**src/rtl/flag_sequencer.sv**
```systemverilog
// Queues event requests and plays each one out as a single one-hot flag held for hold+1 cycles; first flag one edge after accept.
// Backpressure: in_ready drops when the request FIFO is full, judged on occupancy alone (a same-cycle pop does not free a slot).
module flag_sequencer #(
    parameter int FIFO_DEPTH = 4,
    parameter int CNT_W      = 8
) (
    input  logic             clk,
    input  logic             rst,
    input  logic             in_valid,
    output logic             in_ready,
    input  logic [1:0]       in_code,
    input  logic [3:0]       in_hold,
    output logic             a,
    output logic             b,
    output logic             c,
    output logic             d,
    output logic             busy,
    output logic [CNT_W-1:0] issued_cnt
);

    localparam int PTR_W = (FIFO_DEPTH > 1) ? $clog2(FIFO_DEPTH) : 1;
    localparam int OCC_W = PTR_W + 1;
    localparam logic [OCC_W-1:0] OCC_FULL = OCC_W'(FIFO_DEPTH);

    typedef struct packed {
        logic [1:0] code;
        logic [3:0] hold;
    } req_t;

    typedef enum logic [1:0] {
        IDLE  = 2'd0,
        DRIVE = 2'd1,
        GAP   = 2'd2
    } state_t;

    req_t             r_mem [FIFO_DEPTH];
    logic [PTR_W-1:0] r_wr_ptr;
    logic [PTR_W-1:0] r_rd_ptr;
    logic [OCC_W-1:0] r_occ;
    state_t           r_state;
    state_t           w_state_nxt;
    logic [3:0]       r_hold;
    logic [3:0]       w_hold_nxt;
    logic [3:0]       r_flags;
    logic [3:0]       w_flags_nxt;
    logic [CNT_W-1:0] r_issued;
    logic             w_push;
    logic             w_pop;
    logic             w_empty;
    req_t             w_head;
    req_t             w_in_req;

    assign in_ready = (r_occ != OCC_FULL);
    assign w_empty  = (r_occ == '0);
    assign w_push   = in_valid && in_ready;
    assign w_head   = r_mem[r_rd_ptr];
    assign w_in_req = '{code: in_code, hold: in_hold};

    // IDLE and GAP share the launch path; that is what makes back-to-back events one low cycle apart.
    always_comb begin
        w_state_nxt = r_state;
        w_hold_nxt  = r_hold;
        w_flags_nxt = r_flags;
        w_pop       = 1'b0;
        case (r_state)
            IDLE, GAP: begin
                if (w_empty) begin
                    w_state_nxt = IDLE;
                    w_flags_nxt = 4'b0000;
                end else begin
                    w_pop       = 1'b1;
                    w_hold_nxt  = w_head.hold;
                    w_flags_nxt = 4'b0001 << w_head.code;
                    w_state_nxt = DRIVE;
                end
            end
            DRIVE: begin
                if (r_hold == 4'd0) begin
                    w_flags_nxt = 4'b0000;
                    w_state_nxt = GAP;
                end else begin
                    w_hold_nxt = r_hold - 4'd1;
                end
            end
            default: begin
                w_state_nxt = IDLE;
                w_flags_nxt = 4'b0000;
            end
        endcase
    end

    always_ff @(posedge clk) begin
        if (rst) begin
            r_state  <= IDLE;
            r_hold   <= 4'd0;
            r_flags  <= 4'b0000;
            r_wr_ptr <= '0;
            r_rd_ptr <= '0;
            r_occ    <= '0;
            r_issued <= '0;
        end else begin
            r_state <= w_state_nxt;
            r_hold  <= w_hold_nxt;
            r_flags <= w_flags_nxt;
            if (w_push) begin
                r_wr_ptr <= r_wr_ptr + PTR_W'(1);
            end
            if (w_pop) begin
                r_rd_ptr <= r_rd_ptr + PTR_W'(1);
                r_issued <= r_issued + CNT_W'(1);
            end
            case ({w_push, w_pop})
                2'b10:   r_occ <= r_occ + OCC_W'(1);
                2'b01:   r_occ <= r_occ - OCC_W'(1);
                default: r_occ <= r_occ;
            endcase
        end
    end

    // Storage needs no reset: pointers and occupancy define what is valid.
    always_ff @(posedge clk) begin
        if (w_push) begin
            r_mem[r_wr_ptr] <= w_in_req;
        end
    end

    assign a          = r_flags[0];
    assign b          = r_flags[1];
    assign c          = r_flags[2];
    assign d          = r_flags[3];
    assign busy       = (r_state != IDLE) || !w_empty;
    assign issued_cnt = r_issued;

endmodule

```
**config.mk**
```make
export PLATFORM = sky130hd
export DESIGN_NAME = flag_sequencer
export DESIGN_NICKNAME = d
export VERILOG_FILES = /design/src/rtl/flag_sequencer.sv
export SDC_FILE = /design/constraint.sdc
export NUM_CORES = 1
export LEC_CHECK = 0
export ABC_AREA = 1
export BUFFER_PORTS_ARGS = -buffer_cell sky130_fd_sc_hd__buf_2
export CAP_MARGIN = 20
export CORE_MARGIN = 2
export CORE_UTILIZATION = 46
export DETAILED_ROUTE_END_ITERATION = 6
export PLACE_DENSITY_LB_ADDON = 0.08
export SETUP_SLACK_MARGIN = 0.2
export SYNTH_ARGS = -nofsm -noshare
export SYNTH_HDL_FRONTEND = slang
export SYNTH_SLANG_ARGS = --single-unit
```
**constraint.sdc**
```tcl
create_clock -name clk -period 1.9 [get_ports clk]
set_clock_uncertainty 0.15 [all_clocks]
set_input_delay 0.38 -clock clk [delete_from_list [all_inputs] [get_ports clk]]
set_output_delay 0.38 -clock clk [all_outputs]
set_load 0.01 [all_outputs]
```
==> summary.md <==
| Metric | Value |
|---|---|
| Status | finished clean |
| Final WL | approximately 4300 um |
| TritonCTS buffer count | 5 |
| Clock tree buffer depth | 2 |
| Psw | roughly 1300 uW |
| Worst reg2reg endpoint | r_occ[2] |
| Placed Area | 0.002547 mm^2 |
| Required time worst endpoint | slightly below 2 ns |
| Area growth syn-to-layout | 17.72% |
| Vias in the first global route | approximately 1600 |
| Final Instance Area | 0.002726 mm^2 |
| # Max-Cap Violations | 0 |
| GR Util met1 | between 20 and 30% |
| Detailed Place HPWL | 3124 um |
| Sequential element share of the synthesized area | between 50% and 60% |
| Count of final setup violators | 0 |
| RSZ-0062 raised after global routing | yes |
| Gr usage total | between 15 and 20% |
| Die Span X | 74.96 um |
| Final hold violations | 0 |
| Port Buf Inserts | 22 |
| Setup TNS | 0 ns |
| GPL Wtd Cong | roughly 0.84 |
| Yosys top cell area share | approximately 31% |
| Slew @ Worst Pin | a little under 0.5 ns |
| CTS Sinks | 51 |
| Setup crit end | r_occ[2] |
| Vias per inst | approximately 4.7 |
| FF-to-FF Start | r_occ[1] |
| Ratio of cells with drive above 1 in the final layout | roughly 21% |
| Antenna viol nets, final | 0 |
| Die Height | between 70 and 80 um |
| Slew headroom | about 67% |
| Critical Path Source | r_occ[1] |
| Peak Freq | 0.5698 GHz |
| Unique masters post-synth | 21 |
| Lkg Pwr | approximately 0.0012 uW |
| Post-synth EDFFs | 24 |
| Antenna diode count | 0 |
| Internal power | 2281 uW |
| Worst reg2reg setup slack | about 0.15 ns |
| Final min period | between 1.5 and 2 ns |
| Gr ovfl total | 0 |
| Seq pwr share | between 40% and 50% |
| Die area | 0.005618 mm^2 |
| Commonest cells in the netlist | 70 x nand2_1, 33 x nor2_1, 32 x inv_1, 27 x dfxtp_1, 26 x nand3_1 |
| Initial DRT Pass Iterations | 4 |
| Core Rows | 25 |
| DR vias | around 1800 |
| CTS root buf | clkbuf_8 |
| Setup crit start kind | flip-flop |
| Final Cycle Share | slightly above 90% |
| Crit. End Element | flip-flop |
| CP Max Fanout | 3 |
| Slew Viols, Final | 0 |
| Initial antenna violation count | 0 |
| Most Crowded Layer GR | met2 |
| Syn Area/Cell | between 8 and 9 um^2 |
| # DRC | 0 |
| Power per cell area | 1325 mW/mm^2 |
| Yosys warns | 0 |
| H-tree depth | 2 |
| First-pass GRT wire length | ~7300 um |
| Post-synth ARST share | 0% |
| Combinational share of power | around two fifths |
| M3 GR Usage | under 10% |
| Netlist Area Pre-Place | about 0.0023 mm^2 |
| Synth Flop Type | dfxtp_1 |
| Syn Inst Count | between 200 and 300 |
| Clock power share | around 21% |
| Cts hold-fix bufs | 0 |
| R2R cell count | 11 |
| Register bit total from synthesis | around 50 |
| Met2 Use GR | between 20 and 30% |
| Ranking of synthesized cells by area | edfxtp_1 31%, dfxtp_1 23%, nand2_1 11% |
| Peak VDD IR | 0.6686 mV |
| WS Path Type | flip-flop to flip-flop |
| Largest net degree at the start of global routing | 17 |
| Starting density of the core | approximately half |
| CORE AREA | between 0.004 and 0.005 mm^2 |
| Syn nets | 290 |
| Power Total | 3613 uW |
| Clock Latency Late Sink | roughly 0.30 ns |
| Starting DRT DRC Count | just under 80 |
| Clock-pin slew on the worst setup and hold paths | about 0.090 ns |
| CP arrival | 1.85 ns |
| Switch share | ~37% |
| TritonCTS clock tree | yes |
| Fin nets | about 330 |
| WL/cell | 11.53 um |
| Cell with the most instances after synthesis | nand2_1 |
| HP Class | input port to flip-flop |
| Ports | 23 |
| Yosys top cell by area | edfxtp_1 |
## timing repair
| action | CTS | global route |
|---|---|---|
| endpoints found under the setup margin | 3 | 3 |
| pin swaps | 5 | 4 |
| resized for setup | 5 | 3 |
| setup buffers | 4 | 1 |
| endpoints found under the hold margin | 0 | 0 |
## power by group through the flow
stage	registers, uW	logic (uW)	clock network (uW)
3_3_place_gp	1490	1280	0
6_report	1470	1400	747
3_5_place_dp	1490	1290	0
2_1_floorplan	1470	1010	0
5_1_grt	1490	1610	819
4_1_cts	1470	1370	773
## critical path: stages, from the launching register on
cell and delay, ns:
dfxtp_2 0.35, inv_4 0.08, nand3_2 0.10, nand2_4 0.08
ha_4 0.14, inv_4 0.03, fa_2 0.34, a21oi_2 0.14
o21ai_1 0.08, nand2_1 0.06, nand2_1 0.04, nor2_1 0.10
## area by class of cell
| class | count | area [um^2] |
|---|---|---|
| Fill cell | 462 | 2059 |
| Tap cell | 67 | 83.83 |
| Multi-Input combinational cell | 179 | 915.9 |
| Sequential cell | 51 | 1265 |
| Clock buffer | 5 | 68.82 |
| Clock inverter | 3 | 43.79 |
| Timing Repair Buffer | 35 | 207.7 |
| Inverter | 35 | 141.4 |
## worst min path at each step
stage | start | endpoint | cells after the start
2_1_floorplan | r_rd_ptr[1] | flip-flop | 2
5_1_grt | in_hold[0] | r_mem[0][0] | 1
6_report | in_hold[0] | r_mem[0][0] | 1
3_5_place_dp | r_flags[2] | r_flags[2] | 2
4_1_cts | in_hold[0] | r_mem[0][0] | 1
3_3_place_gp | r_rd_ptr[1] | r_rd_ptr[1] | 2
## layout by cell type (no fill, tap or decap), types with 2 or more instances in the layout
| cell | count |
|---|---|
| buf_2 | 22 |
| nor2_1 | 32 |
| ha_1 | 7 |
| nand2_2 | 2 |
| dfxtp_2 | 3 |
| inv_2 | 2 |
| dfxtp_1 | 24 |
| inv_4 | 4 |
| o21ai_0 | 14 |
| nand3_1 | 25 |
| clkbuf_8 | 5 |
| nand2_1 | 68 |
| nand2_4 | 3 |
| a21oi_1 | 17 |
| edfxtp_1 | 24 |
| buf_4 | 13 |
| inv_1 | 29 |
## cell families (layout without fill, tap and decap cells)
| kind of cell | after synthesis | after routing | synth area share, % |
|---|---|---|---|
| AND/OR/NAND/NOR | 136 | 136 | 24.74 |
| flip-flops | 51 | 51 | 54.46 |
| buffers and inverters | 42 | 78 | 8.104 |
| AO/OA/AOI/OAI | 33 | 33 | 7.131 |
| adder cells (fa/ha/maj) | 9 | 9 | 5.187 |
| XOR/XNOR | 1 | 1 | 0.3782 |
## per-layer routing
layer / up-vias / wire length (um)
met1: 785 / 2231
met5: - / 0
met2: 29 / 1887
met3: 6 / 151
li1: 940 / -
met4: 0 / 53
## registers in the layout (all words and copies together) (netlist names), named ones only
register,count
r_wr_ptr,2
r_mem,24
r_occ,3
r_flags,4
issued_cnt,8
r_state,2
r_rd_ptr,2
r_hold,4
## stage by stage
step / worst slack [ns] / cells / hold WS [ns] / util, %
after floorplan: 0.1243 / 272 / 0.2829 / -
after global placement: 0.1237 / 362 / 0.2966 / 53.23
after detailed placement: 0.07759 / 362 / 0.3037 / 53.23
after CTS: 0.1397 / 374 / 0.1287 / 56.60
after global routing: 0.06420 / 375 / 0.1208 / 56.97
final: 0.1452 / 375 / 0.1409 / 56.97
Power figures use the tool's default switching activity.
